File: src/rtl/mra_pkg.sv
// Shared types and helpers for the mra_rr multi-resource round-robin arbiter.
// Search helpers work on a fixed maximum width so they can serve any N and M up to MAX_W.
package mra_pkg;

  localparam int IW    = 6;
  localparam int MAX_W = 1 << IW;

  typedef struct packed {
    logic          valid;
    logic [IW-1:0] idx;
  } pick_t;

  // Resource index width; a single resource still needs one bit.
  function automatic int rw_of(input int m);
    return (m <= 1) ? 1 : $clog2(m);
  endfunction

  // First set bit of mask scanning ptr, ptr+1, ... wrapping at n-1 -> 0.
  function automatic pick_t rr_first(input logic [MAX_W-1:0] mask, input int ptr, input int n);
    pick_t r;
    int    i;
    r = '0;
    for (int k = 0; k < MAX_W; k++) begin
      if (k < n && !r.valid) begin
        i = ptr + k;
        if (i >= n) i = i - n;
        if (mask[IW'(i)]) begin
          r.valid = 1'b1;
          r.idx   = IW'(i);
        end
      end
    end
    return r;
  endfunction

  // Lowest-index set bit among the first m bits of mask.
  function automatic pick_t lowest_free(input logic [MAX_W-1:0] mask, input int m);
    pick_t r;
    r = '0;
    for (int k = 0; k < MAX_W; k++) begin
      if (k < m && !r.valid && mask[IW'(k)]) begin
        r.valid = 1'b1;
        r.idx   = IW'(k);
      end
    end
    return r;
  endfunction

endpackage

File: src/rtl/rr_pick.sv
// Combinational N-wide round-robin priority picker: mask + start pointer -> onehot, index, valid.
module rr_pick
  import mra_pkg::*;
#(
  parameter  int N  = 4,
  localparam int PW = $clog2(N)
) (
  input  logic [N-1:0]  mask,
  input  logic [PW-1:0] ptr,
  output logic [N-1:0]  onehot,
  output logic [PW-1:0] idx,
  output logic          valid
);

  pick_t r;
  logic  unused_idx;

  assign r          = rr_first(MAX_W'(mask), int'(ptr), N);
  assign valid      = r.valid;
  assign idx        = PW'(r.idx);
  assign onehot     = r.valid ? (N'(1) << idx) : '0;
  assign unused_idx = ^r.idx;

endmodule

File: src/rtl/mra_rr.sv
// N-requester / M-resource round-robin arbiter with four-phase req/gnt handshake.
// Define MRA_MULTI_GRANT_EN to allow up to min(pending, free) grants per edge.
module mra_rr
  import mra_pkg::*;
#(
  parameter  int N  = 4,
  parameter  int M  = 2,
  localparam int RW = rw_of(M)
) (
  input  logic            clk,
  input  logic            rst,
  input  logic [N-1:0]    req,
  output logic [N-1:0]    gnt,
  output logic [N*RW-1:0] gnt_res,
  output logic [M-1:0]    res_busy,
  output logic            all_busy
);

  localparam int PW = $clog2(N);
`ifdef MRA_MULTI_GRANT_EN
  localparam int G = (M < N) ? M : N;
`else
  localparam int G = 1;
`endif
  localparam int L = G - 1;

  logic [PW-1:0]   ptr;
  logic [N-1:0]    pending;
  logic [M-1:0]    free;
  logic [M-1:0]    rel;
  logic [N-1:0]    new_gnt;
  logic [M-1:0]    new_busy;
  logic [N*RW-1:0] gres_next;
  logic [PW-1:0]   ptr_next;

  // Allocation only sees resources free before this edge, so a release is never reused on its own edge.
  assign pending = req & ~gnt;
  assign free    = ~res_busy;

  // Each stage grants at most one requester; stages chain the remaining candidates and free set.
  for (genvar k = 0; k < G; k++) begin : g_stage
    logic [N-1:0]    cand_in,  cand_out;
    logic [PW-1:0]   start_in, start_out;
    logic [M-1:0]    fmask_in, fmask_out;
    logic [N*RW-1:0] gres_in,  gres_out;
    logic [N-1:0]    win_oh;
    logic [PW-1:0]   win_idx;
    logic            win_valid;
    pick_t           res;
    logic [RW-1:0]   res_idx;
    logic            hit;
    logic            unused_res;

    if (k == 0) begin : g_head
      assign cand_in  = pending;
      assign start_in = ptr;
      assign fmask_in = free;
      assign gres_in  = gnt_res;
    end else begin : g_link
      assign cand_in  = g_stage[k-1].cand_out;
      assign start_in = g_stage[k-1].start_out;
      assign fmask_in = g_stage[k-1].fmask_out;
      assign gres_in  = g_stage[k-1].gres_out;
    end

    rr_pick #(.N(N)) u_pick (
      .mask   (cand_in),
      .ptr    (start_in),
      .onehot (win_oh),
      .idx    (win_idx),
      .valid  (win_valid)
    );

    assign res        = lowest_free(MAX_W'(fmask_in), M);
    assign res_idx    = RW'(res.idx);
    assign unused_res = ^res.idx;
    assign hit        = win_valid & res.valid;

    assign cand_out  = hit ? (cand_in & ~win_oh) : cand_in;
    assign fmask_out = hit ? (fmask_in & ~(M'(1) << res_idx)) : fmask_in;
    assign start_out = !hit                    ? start_in :
                       (win_idx == PW'(N - 1)) ? '0       : win_idx + 1'b1;

    // NOTE: every always_comb output gets a full default first so no latch is inferred.
    always_comb begin
      gres_out = gres_in;
      if (hit) gres_out[win_idx*RW +: RW] = res_idx;
    end
  end

  assign new_gnt   = pending & ~g_stage[L].cand_out;
  assign new_busy  = free & ~g_stage[L].fmask_out;
  assign gres_next = g_stage[L].gres_out;
  assign ptr_next  = g_stage[L].start_out;

  always_comb begin
    rel = '0;
    for (int i = 0; i < N; i++) begin
      if (gnt[i] && !req[i]) begin
        for (int j = 0; j < M; j++) begin
          if (gnt_res[i*RW +: RW] == RW'(j)) rel[j] = 1'b1;
        end
      end
    end
  end

  // NOTE: sequential state uses non-blocking assignments so every register samples pre-edge values.
  always_ff @(posedge clk) begin
    if (rst) begin
      gnt      <= '0;
      gnt_res  <= '0;
      res_busy <= '0;
      ptr      <= '0;
    end else begin
      gnt      <= (gnt & req) | new_gnt;
      gnt_res  <= gres_next;
      res_busy <= (res_busy & ~rel) | new_busy;
      ptr      <= ptr_next;
    end
  end

  assign all_busy = &res_busy;

endmodule

File: config.mk
export PLATFORM = sky130hd
export DESIGN_NAME = mra_rr
export DESIGN_NICKNAME = d
export VERILOG_FILES = /design/src/rtl/mra_pkg.sv /design/src/rtl/rr_pick.sv /design/src/rtl/mra_rr.sv
export SDC_FILE = /design/constraint.sdc
export NUM_CORES = 1
export LEC_CHECK = 0
export CAP_MARGIN = 5
export CORE_MARGIN = 2
export CORE_UTILIZATION = 30
export DETAILED_ROUTE_END_ITERATION = 6
export HOLD_SLACK_MARGIN = 0.02
export SYNTH_ARGS = -nofsm -noshare
export SYNTH_HDL_FRONTEND = slang
export SYNTH_SLANG_ARGS = --single-unit
File: constraint.sdc
create_clock -name clk -period 2.7 [get_ports clk]
set_input_delay 0.54 -clock clk [delete_from_list [all_inputs] [get_ports clk]]
set_output_delay 0.54 -clock clk [all_outputs]
set_load 0.1 [all_outputs]
Word level (Yosys, flattened, before mapping)
Cells that the tools add are included.
{ "totals": {"register_bits": 12, "input_bits": 6, "output_inout_bits": 11, "wordCells": 99} }
{ "classes": {"addsub": 9, "n_lt_le_gt_ge": 8, "eq_ne": 1, "shift": 4, "n_mux": 45, "bitwise_logic": 17, "reduce_logical": 11} }
{ "op_table": {"columns": ["cell", "count"], "rows": [
  ["32-bit by 4-bit greater-or-equal comparator with 1-bit output (second input constant)", 3],
  ["7-bit 2-to-1 mux", 9],
  ["6-bit 2-to-1 mux", 7],
  ["2-bit negation with 34-bit output", 1],
  ["1-bit by 34-bit variable shift with 4-bit output (first input constant)", 1],
  ["1-bit by 34-bit indexed part select with 4-bit output", 1],
  ["6-bit by 8-bit less-than comparator with 1-bit output (second input constant)", 4],
  ["1-bit binary-select mux with 6-bit select", 4],
  ["6-bit by 4-bit subtractor with 6-bit output (second input constant)", 3],
  ["4-bit AND", 4],
  ["1-bit 2-to-1 mux", 16],
  ["2-bit 2-to-1 mux", 6],
  ["4-bit inverter", 3],
  ["4-bit 2-to-1 mux", 2],
  ["2-bit inverter", 4],
  ["2-bit by 2-bit adder with 3-bit output (second input constant)", 2],
  ["2-bit AND", 3],
  ["1-bit logical AND", 5],
  ["1-bit logical NOT", 5],
  ["4-bit bitwise mux", 1],
  ["4-bit OR", 1],
  ["1-bit by 2-bit left shift with 4-bit output (first input constant)", 1],
  ["2-bit by 3-bit subtractor with 4-bit output (second input constant)", 1],
  ["2-bit by 1-bit adder with 3-bit output (second input constant)", 1],
  ["other kinds (7)", 7]
]} }

Logic depth before layout (Yosys ltp)
Gate-level depths: netlist of run 1.
{ "depth": {"depth_word": 32, "ltp_mapped": 14, "ltp_nobuf": 13} }

Cells and area by module
A second synthesis of run 1 with hierarchy kept.
{ "unflattened": {"hier_cells": 130, "hier_area_um2": 1071.0} }
{ "by_module_without_submodules": {"columns": ["module", "instances", "cells_per_inst", "area_per_inst_um2", "seq_area_each_um2"], "rows": [
  ["mra_rr", 1, 75, 670.6, 240.2],
  ["rr_pick", 1, 55, 400.4, 0.0]
]} }

Worst setup path after synthesis of run 1
OpenSTA, ideal clock, no wires.
{ "synth_path": {"path_kind": "flip-flop to flip-flop", "from": "reg gnt[2]", "to": "reg gnt_res[2]", "setup_ps": 123, "arrival_ps": 2817, "path_slack_ps": -240, "path_stages_with_launch": 12, "n_path_buf": 0, "synth_period_minus_slack_ps": 2940, "path_cell_list": "dfxtp_1 > and2b_1 > mux4_2 > o221ai_2 > nand2_2 > inv_2 > ha_1 > nor3b_1 > nand2_1 > nor2_1 > nand3_1 > mux2i_1"} }
{ "synth_between": {"elab_chain_cells": 15, "word_cells_on_any_way": 26, "classes_between": "add/sub: 1; shift: 2; mux: 20; bitwise: 3"} }
{ "synth_lines": {"columns": ["item", "line_no", "rtl"], "rows": [
  ["start, declared", "mra_rr.sv:13", "output logic [N-1:0] gnt,"],
  ["start signal, assigned", "mra_rr.sv:115", "gnt <= (gnt & req) | new_gnt;"],
  ["4-bit inverter *", "mra_rr.sv:37", "assign pending = req & ~gnt;"],
  ["4-bit AND *", "mra_rr.sv:37", null],
  ["1-bit binary-select mux with 6-bit select", "mra_pkg.sv:27", "if (mask[IW'(i)]) begin"],
  ["1-bit 2-to-1 mux (implied by the code) (2 in a row)", "mra_pkg.sv:27", null],
  ["7-bit 2-to-1 mux (2 in a row)", "mra_pkg.sv:27", null],
  ["7-bit 2-to-1 mux", "mra_pkg.sv:24", "if (k < n && !r.valid) begin"],
  ["7-bit 2-to-1 mux", "mra_pkg.sv:27", null],
  ["7-bit 2-to-1 mux", "mra_pkg.sv:24", null],
  ["7-bit 2-to-1 mux", "mra_pkg.sv:27", null],
  ["7-bit 2-to-1 mux *", "mra_pkg.sv:24", null],
  ["2-bit negation with 34-bit output", "mra_rr.sv:87", "if (hit) gres_out[win_idx*RW +: RW] = res_idx;"],
  ["1-bit by 34-bit indexed part select with 4-bit output / 1-bit by 34-bit variable shift with 4-bit output (equally long branches)", "mra_rr.sv:87", null],
  ["4-bit bitwise mux", "mra_rr.sv:87", null],
  ["end signal, assigned", "mra_rr.sv:116", "gnt_res <= gres_next;"],
  ["end, declared", "mra_rr.sv:14", "output logic [N*RW-1:0] gnt_res,"]
]} }
Every way passes the cells marked *; elsewhere a longest branch is shown, timed or not. The select of a mux whose other input is x is not followed.
A chain may end at the register's enable or synchronous reset.

Worst setup path in the final report of run 1
{ "layout_path": {"from": "reg ptr[0], in the netlist g_stage[0].start_in[0]", "to": "reg gnt[0]"} }
{ "layout_between": {"elab_chain_cells": 21, "word_cells_on_any_way": 46, "classes_between": "add/sub: 7; order compare: 4; shift: 1; mux: 28; bitwise: 6"} }
{ "layout_lines": {"columns": ["item", "line_no", "rtl"], "rows": [
  ["start, declared", "mra_rr.sv:27", "logic [PW-1:0] ptr;"],
  ["start signal, assigned", "mra_rr.sv:118", "ptr <= ptr_next;"],
  ["2-bit by 1-bit adder with 3-bit output", "mra_pkg.sv:25", "i = ptr + k;"],
  ["32-bit by 4-bit greater-or-equal comparator with 1-bit output / 6-bit by 4-bit subtractor with 6-bit output (equally long branches)", "mra_pkg.sv:26", "if (i >= n) i = i - n;"],
  ["6-bit 2-to-1 mux", "mra_pkg.sv:26", null],
  ["6-bit 2-to-1 mux", "mra_pkg.sv:24", null],
  ["1-bit binary-select mux with 6-bit select", "mra_pkg.sv:27", null],
  ["1-bit 2-to-1 mux (implied by the code) (2 in a row)", "mra_pkg.sv:27", null],
  ["7-bit 2-to-1 mux", "mra_pkg.sv:27", null],
  ["7-bit 2-to-1 mux", "mra_pkg.sv:24", null],
  ["(+4 left out)", null, null],
  ["1-bit by 2-bit left shift with 4-bit output", "rr_pick.sv:21", "assign onehot = r.valid ? (N'(1) << idx) : '0;"],
  ["4-bit 2-to-1 mux", "rr_pick.sv:21", null],
  ["4-bit inverter", "mra_rr.sv:79", "assign cand_out = hit ? (cand_in & ~win_oh) : cand_in;"],
  ["4-bit AND", "mra_rr.sv:79", null],
  ["4-bit 2-to-1 mux *", "mra_rr.sv:79", null],
  ["4-bit inverter *", "mra_rr.sv:91", "assign new_gnt = pending & ~g_stage[L].cand_out;"],
  ["4-bit AND *", "mra_rr.sv:91", null],
  ["4-bit OR *", "mra_rr.sv:115", null]
]} }
Marked as above.

==> results.json, run 1 <==
{
  "placement.io_buffers": 16,
  "grt_max_degree": 16,
  "startpoint_type": "flip-flop",
  "final_core_util_pct": 47.6,
  "hp-start": "gnt[1]",
  "synth_area_per_cell_sq_um": 8.42,
  "rsz0062_at_grt": "true",
  "pwr-share-seq_pct": 12.0,
  "nNetsFinal": 205,
  "crit_type": "flip-flop to flip-flop",
  "rows": 22,
  "worst_slack_ns": 0.0366,
  "grt_use_total_pct": 18.4,
  "whs_ns": 0.504,
  "ys_seq_elements": 12,
  "final.min_clock_period_ns": 2.66,
  "cts_tree": "yes",
  "overflow": 0,
  "synthFlopType": "dfxtp_1",
  "syn-instance-count": 139,
  "critPathLaunch": "g_stage[0].start_in[0]",
  "via_per_inst": 5.67,
  "crit_arrival_ns": 2.81,
  "fin_worst_skew_ns": 0.000477,
  "root_buffer": "clkbuf_8",
  "fmax_mhz": 375,
  "core_area_sq_mm": 0.00372,
  "place.gp.congestion": 0.933,
  "power_leakage_nw": 0.710,
  "cts_htree_levels": 1,
  "die_w_um": 66.4,
  "hold_depth": 2,
  "nFillCells": 366,
  "reg2reg_depth": 10,
  "die_h_um": 66.4,
  "cp.depth": 10,
  "run_status": "complete, no violations",
  "setup_viol": 0,
  "syn-num-nets": 154,
  "finalHoldViolations": 0,
  "tightest_slew_ns": 0.580,
  "hold_path.class": "flip-flop to flip-flop",
  "n_antenna_cell": 0,
  "io_pins": 17,
  "routed_wl_um": 4000,
  "crit_path_max_incr_delay_ns": 0.54,
  "final_common_cell": "buf_4",
  "p_int_w": 0.00118,
  "ys_warn_count": 0,
  "area_growth_syn_to_layout_pct": 51.3,
  "numCtsBuffers": 3,
  "synthArstFlopShare_pct": 0,
  "maxSlewViolCount": 0,
  "pwr-share-comb_pct": 79.6,
  "numClockSinks": 12,
  "power_frac_clock_pct": 8.4,
  "crit_fanout": 5,
  "power_switching_w": 0.00126,
  "cp_cell_sequence": "inv_2 -> ha_4 -> mux4_2 -> o21ai_2 -> a21oi_2 -> a311oi_2 -> ha_2 -> buf_6 -> o211ai_4 -> a211oi_2",
  "slew_headroom_pct": 61.3,
  "grt_pass1_vias": 1277,
  "endpoint_kind": "flip-flop",
  "p_sw_share_pct": 51.6,
  "postCtsHoldBufs": 0,
  "wire_per_inst_um": 16.9,
  "clkSlewWorstSetupHoldPaths_ns": 0.06,
  "ant_nets": 0,
  "crit_family": "compound AO/OA/AOI/OAI gates",
  "clk_path_buf_depth": 2,
  "synth-seq-area-share_pct": 20.5,
  "dr.pass1.iters": 5,
  "insertion_delay_ns": 0.24,
  "drt_iter0_markers": 50,
  "power.density_mw_per_mm2": 1370,
  "ir_worst_vdd_v": 0.000723,
  "initial_core_util_pct": 31.5,
  "timing.final.crit_share_pct": 98.6,
  "worst-path-buf-inv": 2,
  "vias": 1344,
  "finalPower_w": 0.00243,
  "antenna_found_initial": 0,
  "drcViolationCount": 0,
  "cap_violations": 0,
  "drive_above_1_share_pct": 44.4,
  "crit_slowest_cell": "mux4_2",
  "final_cells": 237,
  "die-area_sq_mm": 0.00441,
  "crit_required_ns": 2.85,
  "dpl.hpwl_um": 2920,
  "r2r_start": "g_stage[0].start_in[0]",
  "pre_cts_ws_ns": -0.498,
  "layout_common_cells": "buf_4, nand2_1, nor2b_1",
  "grt_first_pass_wirelength_um": 6180,
  "place_inst": 228,
  "synth-edff-count": 0,
  "synth_area_sq_mm": 0.00117,
  "ys_types": 49
}
area by class of cell:
cell class / instances / area (sq um) / area share, %
sequential: 12 / 248 / 14.0
multi-input combinational: 115 / 983 / 55.5
inverter: 9 / 33.8 / 1.91
timing repair buffer: 49 / 390 / 22.0
clock buffer: 4 / 55.1 / 3.11
tap: 48 / 60.1 / 3.39
path summary, 6_finish.rpt:
kind | slack, ns | endpoint
max | 0.04 | gnt[0]
min | 0.50 | gnt[1]
max reg2reg | 0.04 | gnt[0]
min reg2reg | 0.50 | gnt[1]
tightest hold or removal path, stage by stage (launching register included):
cell and delay, ns:
dfxtp_2 0.35, nand2_1 0.06, o21ai_0 0.06
cell families (layout without fill, tap and decap cells):
logic type / after synthesis / after routing / synth area share (%)
AO/OA/AOI/OAI: 39 / 39 / 26.7
multiplexers: 7 / 7 / 9.20
flip-flops: 12 / 12 / 20.5
buffers and inverters: 12 / 62 / 4.06
adder cells (fa/ha/maj): 9 / 9 / 9.63
AND/OR/NAND/NOR: 60 / 60 / 29.8
per-layer routing:
metal  track usage [%]  part of all wire [%]
met1              23.0                    41
met2              33.0                    52
met3              2.21                   4.9
met4              5.10                   1.5
met5                 0                     0
metrics by stage:
stage	setup TNS, ns	instance area, sq um
global placement	-2.49	1580
CTS	-0.0533	1700
global route	-0.230	1770
finish	0	1770
floorplan	0	1190
detailed placement	-3.09	1580
cell usage after synthesis (5+ instances only):
| master | number | area share [%] |
|---|---|---|
| a21oi_1 | 5 | 2.1 |
| dfxtp_1 | 12 | 21 |
| ha_1 | 9 | 9.6 |
| inv_1 | 8 | 2.6 |
| nand2_1 | 13 | 4.2 |
| nor2_1 | 7 | 2.2 |
| nor2b_1 | 7 | 3.7 |
| nor3b_1 | 5 | 3.2 |
| o21ai_0 | 6 | 2.6 |
power by group through the flow:
stage / clock network (W) / registers [W] / logic, W
after global routing: 0.000216 / 0.000299 / 0.00206
final: 0.000204 / 0.000292 / 0.00194
after floorplan: 0 / 0.000529 / 0.000837
after detailed placement: 0 / 0.000287 / 0.00160
after global placement: 0 / 0.000283 / 0.00158
after CTS: 0.000205 / 0.000284 / 0.00175
timing repair:
item	CTS	global route
resized for setup	10	14
endpoints found under the setup margin	6	5
setup buffers	3	3
gates cloned	0	0
pin swaps	7	9
endpoints found under the hold margin	0	0
Note: power is estimated with default switching activity, not from simulation.
==> run 2, diff against run 1 <==
--- a/config.mk
+++ b/config.mk
@@ -9,6 +9,7 @@
 export CORE_MARGIN = 2
 export CORE_UTILIZATION = 30
 export DETAILED_ROUTE_END_ITERATION = 6
+export GPL_ROUTABILITY_DRIVEN = 1
 export HOLD_SLACK_MARGIN = 0.02
 export SYNTH_ARGS = -nofsm -noshare
 export SYNTH_HDL_FRONTEND = slang
==> results of run 2 <==
No change in the layout: final DEF, timing and power equal those of run 1.
==> run 3, diff against run 2 <==
--- a/config.mk
+++ b/config.mk
@@ -6,11 +6,14 @@
 export NUM_CORES = 1
 export LEC_CHECK = 0
 export CAP_MARGIN = 5
+export CELL_PAD_IN_SITES_DETAIL_PLACEMENT = 0
+export CELL_PAD_IN_SITES_GLOBAL_PLACEMENT = 1
 export CORE_MARGIN = 2
 export CORE_UTILIZATION = 30
 export DETAILED_ROUTE_END_ITERATION = 6
 export GPL_ROUTABILITY_DRIVEN = 1
 export HOLD_SLACK_MARGIN = 0.02
+export PLACE_DENSITY_LB_ADDON = 0.1
 export SYNTH_ARGS = -nofsm -noshare
 export SYNTH_HDL_FRONTEND = slang
 export SYNTH_SLANG_ARGS = --single-unit
==> results.json, run 3 (same netlist as run 1, synthesis figures left out) <==
{
  "run_status": "complete, no violations",
  "final_common_cell": "buf_4",
  "grt_use_total_pct": 19.1,
  "dpl.hpwl_um": 2880,
  "endpoint_kind": "flip-flop",
  "power_frac_clock_pct": 8.4,
  "worst_slack_ns": 0.113,
  "timing.final.crit_share_pct": 95.8,
  "clk_path_buf_depth": 2,
  "cap_violations": 0,
  "layout_common_cells": "buf_4, nand2_1, nor2b_1, nor2_1",
  "vias": 1314,
  "dr.pass1.iters": 4,
  "startpoint_type": "flip-flop",
  "rows": 22,
  "pwr-share-comb_pct": 79.3,
  "clkSlewWorstSetupHoldPaths_ns": 0.05,
  "overflow": 0,
  "drcViolationCount": 0,
  "nFillCells": 373,
  "p_int_w": 0.00117,
  "power.density_mw_per_mm2": 1350,
  "io_pins": 17,
  "whs_ns": 0.499,
  "root_buffer": "clkbuf_8",
  "crit_fanout": 5,
  "grt_first_pass_wirelength_um": 6450,
  "p_sw_share_pct": 50.6,
  "die_w_um": 66.4,
  "ir_worst_vdd_v": 0.000452,
  "slew_headroom_pct": 57.6,
  "finalHoldViolations": 0,
  "fmax_mhz": 387,
  "initial_core_util_pct": 31.5,
  "hold_path.class": "flip-flop to flip-flop",
  "power_switching_w": 0.00119,
  "die-area_sq_mm": 0.00441,
  "place.gp.congestion": 0.907,
  "area_growth_syn_to_layout_pct": 49.4,
  "crit_type": "flip-flop to flip-flop",
  "power_leakage_nw": 0.710,
  "tightest_slew_ns": 0.636,
  "core_area_sq_mm": 0.00372,
  "placement.io_buffers": 16,
  "numCtsBuffers": 3,
  "routed_wl_um": 3790,
  "nNetsFinal": 206,
  "maxSlewViolCount": 0,
  "antenna_found_initial": 0,
  "numClockSinks": 12,
  "pwr-share-seq_pct": 12.2,
  "place_area_sq_mm": 0.00159,
  "final_core_util_pct": 47.0,
  "drive_above_1_share_pct": 43.2,
  "crit_required_ns": 2.88,
  "grt_max_degree": 16,
  "rsz0062_at_grt": "false",
  "setup_viol": 0,
  "pre_cts_ws_ns": -0.424,
  "grt_pass1_vias": 1321,
  "insertion_delay_ns": 0.24,
  "place_inst": 229,
  "ant_nets": 0,
  "multi_input_area_sq_um": 957,
  "n_antenna_cell": 0,
  "wire_per_inst_um": 15.9,
  "cts_htree_levels": 1,
  "die_h_um": 66.4,
  "final_cells": 238,
  "final_area_sq_mm": 0.00175,
  "via_per_inst": 5.52,
  "cts_tree": "yes",
  "drt_iter0_markers": 81,
  "fin_worst_skew_ns": 0.00184,
  "seqCellArea_sq_um": 248,
  "final.min_clock_period_ns": 2.59,
  "crit_arrival_ns": 2.76
}
run 3: cell types whose count changed in the layout (fill, tap and decap cells not counted), sizes merged:
| cell | previous run | this run |
|---|---|---|
| buf | 44 | 45 |
run 3: timing repair:
| item | CTS | global route |
|---|---|---|
| hold buffers | 0 | 0 |
| endpoints found under the setup margin | 6 | 7 |
| pin swaps | 7 | 6 |
| resized for setup | 13 | 6 |
| cloned | 0 | 0 |
| buffers inserted | 4 | 1 |
run 3: worst paths after layout:
path,start,end,slack (ns),cells past startpoint
worst max-delay path,g_stage[0].start_in[0],gnt_res[2],0.11,11
worst min-delay path,gnt_res[2],gnt_res[2],0.50,2
worst max register to register,g_stage[0].start_in[0],gnt_res[2],0.11,11
worst min register to register,gnt_res[2],gnt_res[2],0.50,2
run 3: power by group through the flow:
| stage | Sequential (W) | Combinational, W | Clock (W) |
|---|---|---|---|
| floorplan | 0.000529 | 0.000837 | 0 |
| CTS | 0.000288 | 0.00178 | 0.000202 |
| global route | 0.000298 | 0.00201 | 0.000214 |
| detailed placement | 0.000290 | 0.00159 | 0 |
| global placement | 0.000288 | 0.00161 | 0 |
| finish | 0.000289 | 0.00187 | 0.000199 |
run 3: area by class of cell:
| type | count | share of cell area [%] |
|---|---|---|
| Multi-Input combinational cell | 115 | 54.8 |
| Timing Repair Buffer | 50 | 22.5 |
| Sequential cell | 12 | 14.2 |
| Tap cell | 48 | 3.44 |
| Clock buffer | 4 | 3.15 |
| Inverter | 9 | 1.93 |
run 3: through the flow:
| stage | power (W) | setup TNS (ns) |
|---|---|---|
| 2_1_floorplan | 0.00137 | 0 |
| 3_3_place_gp | 0.00190 | -2.59 |
| 3_5_place_dp | 0.00188 | -2.69 |
| 4_1_cts | 0.00227 | 0 |
| 5_1_grt | 0.00253 | 0 |
| 6_report | 0.00236 | 0 |
run 3: worst max-delay path, stage by stage, from the launching register on:
cell and delay (ns):
dfxtp_2 0.33, inv_2 0.05, ha_4 0.30, mux4_2 0.55, o21ai_2 0.17, a21oi_2 0.09, a311o_1 0.35, ha_4 0.29
nand2_1 0.08, nor2_1 0.10, nand3_1 0.10, mux2i_1 0.12
run 3: metal layers:
layer	global-route usage [%]	up-vias	wire length, um
met5	0	-	0
li1	-	633	-
met1	26.6	629	1820
met2	29.8	47	1730
met4	4.59	0	49
met3	4.26	5	182
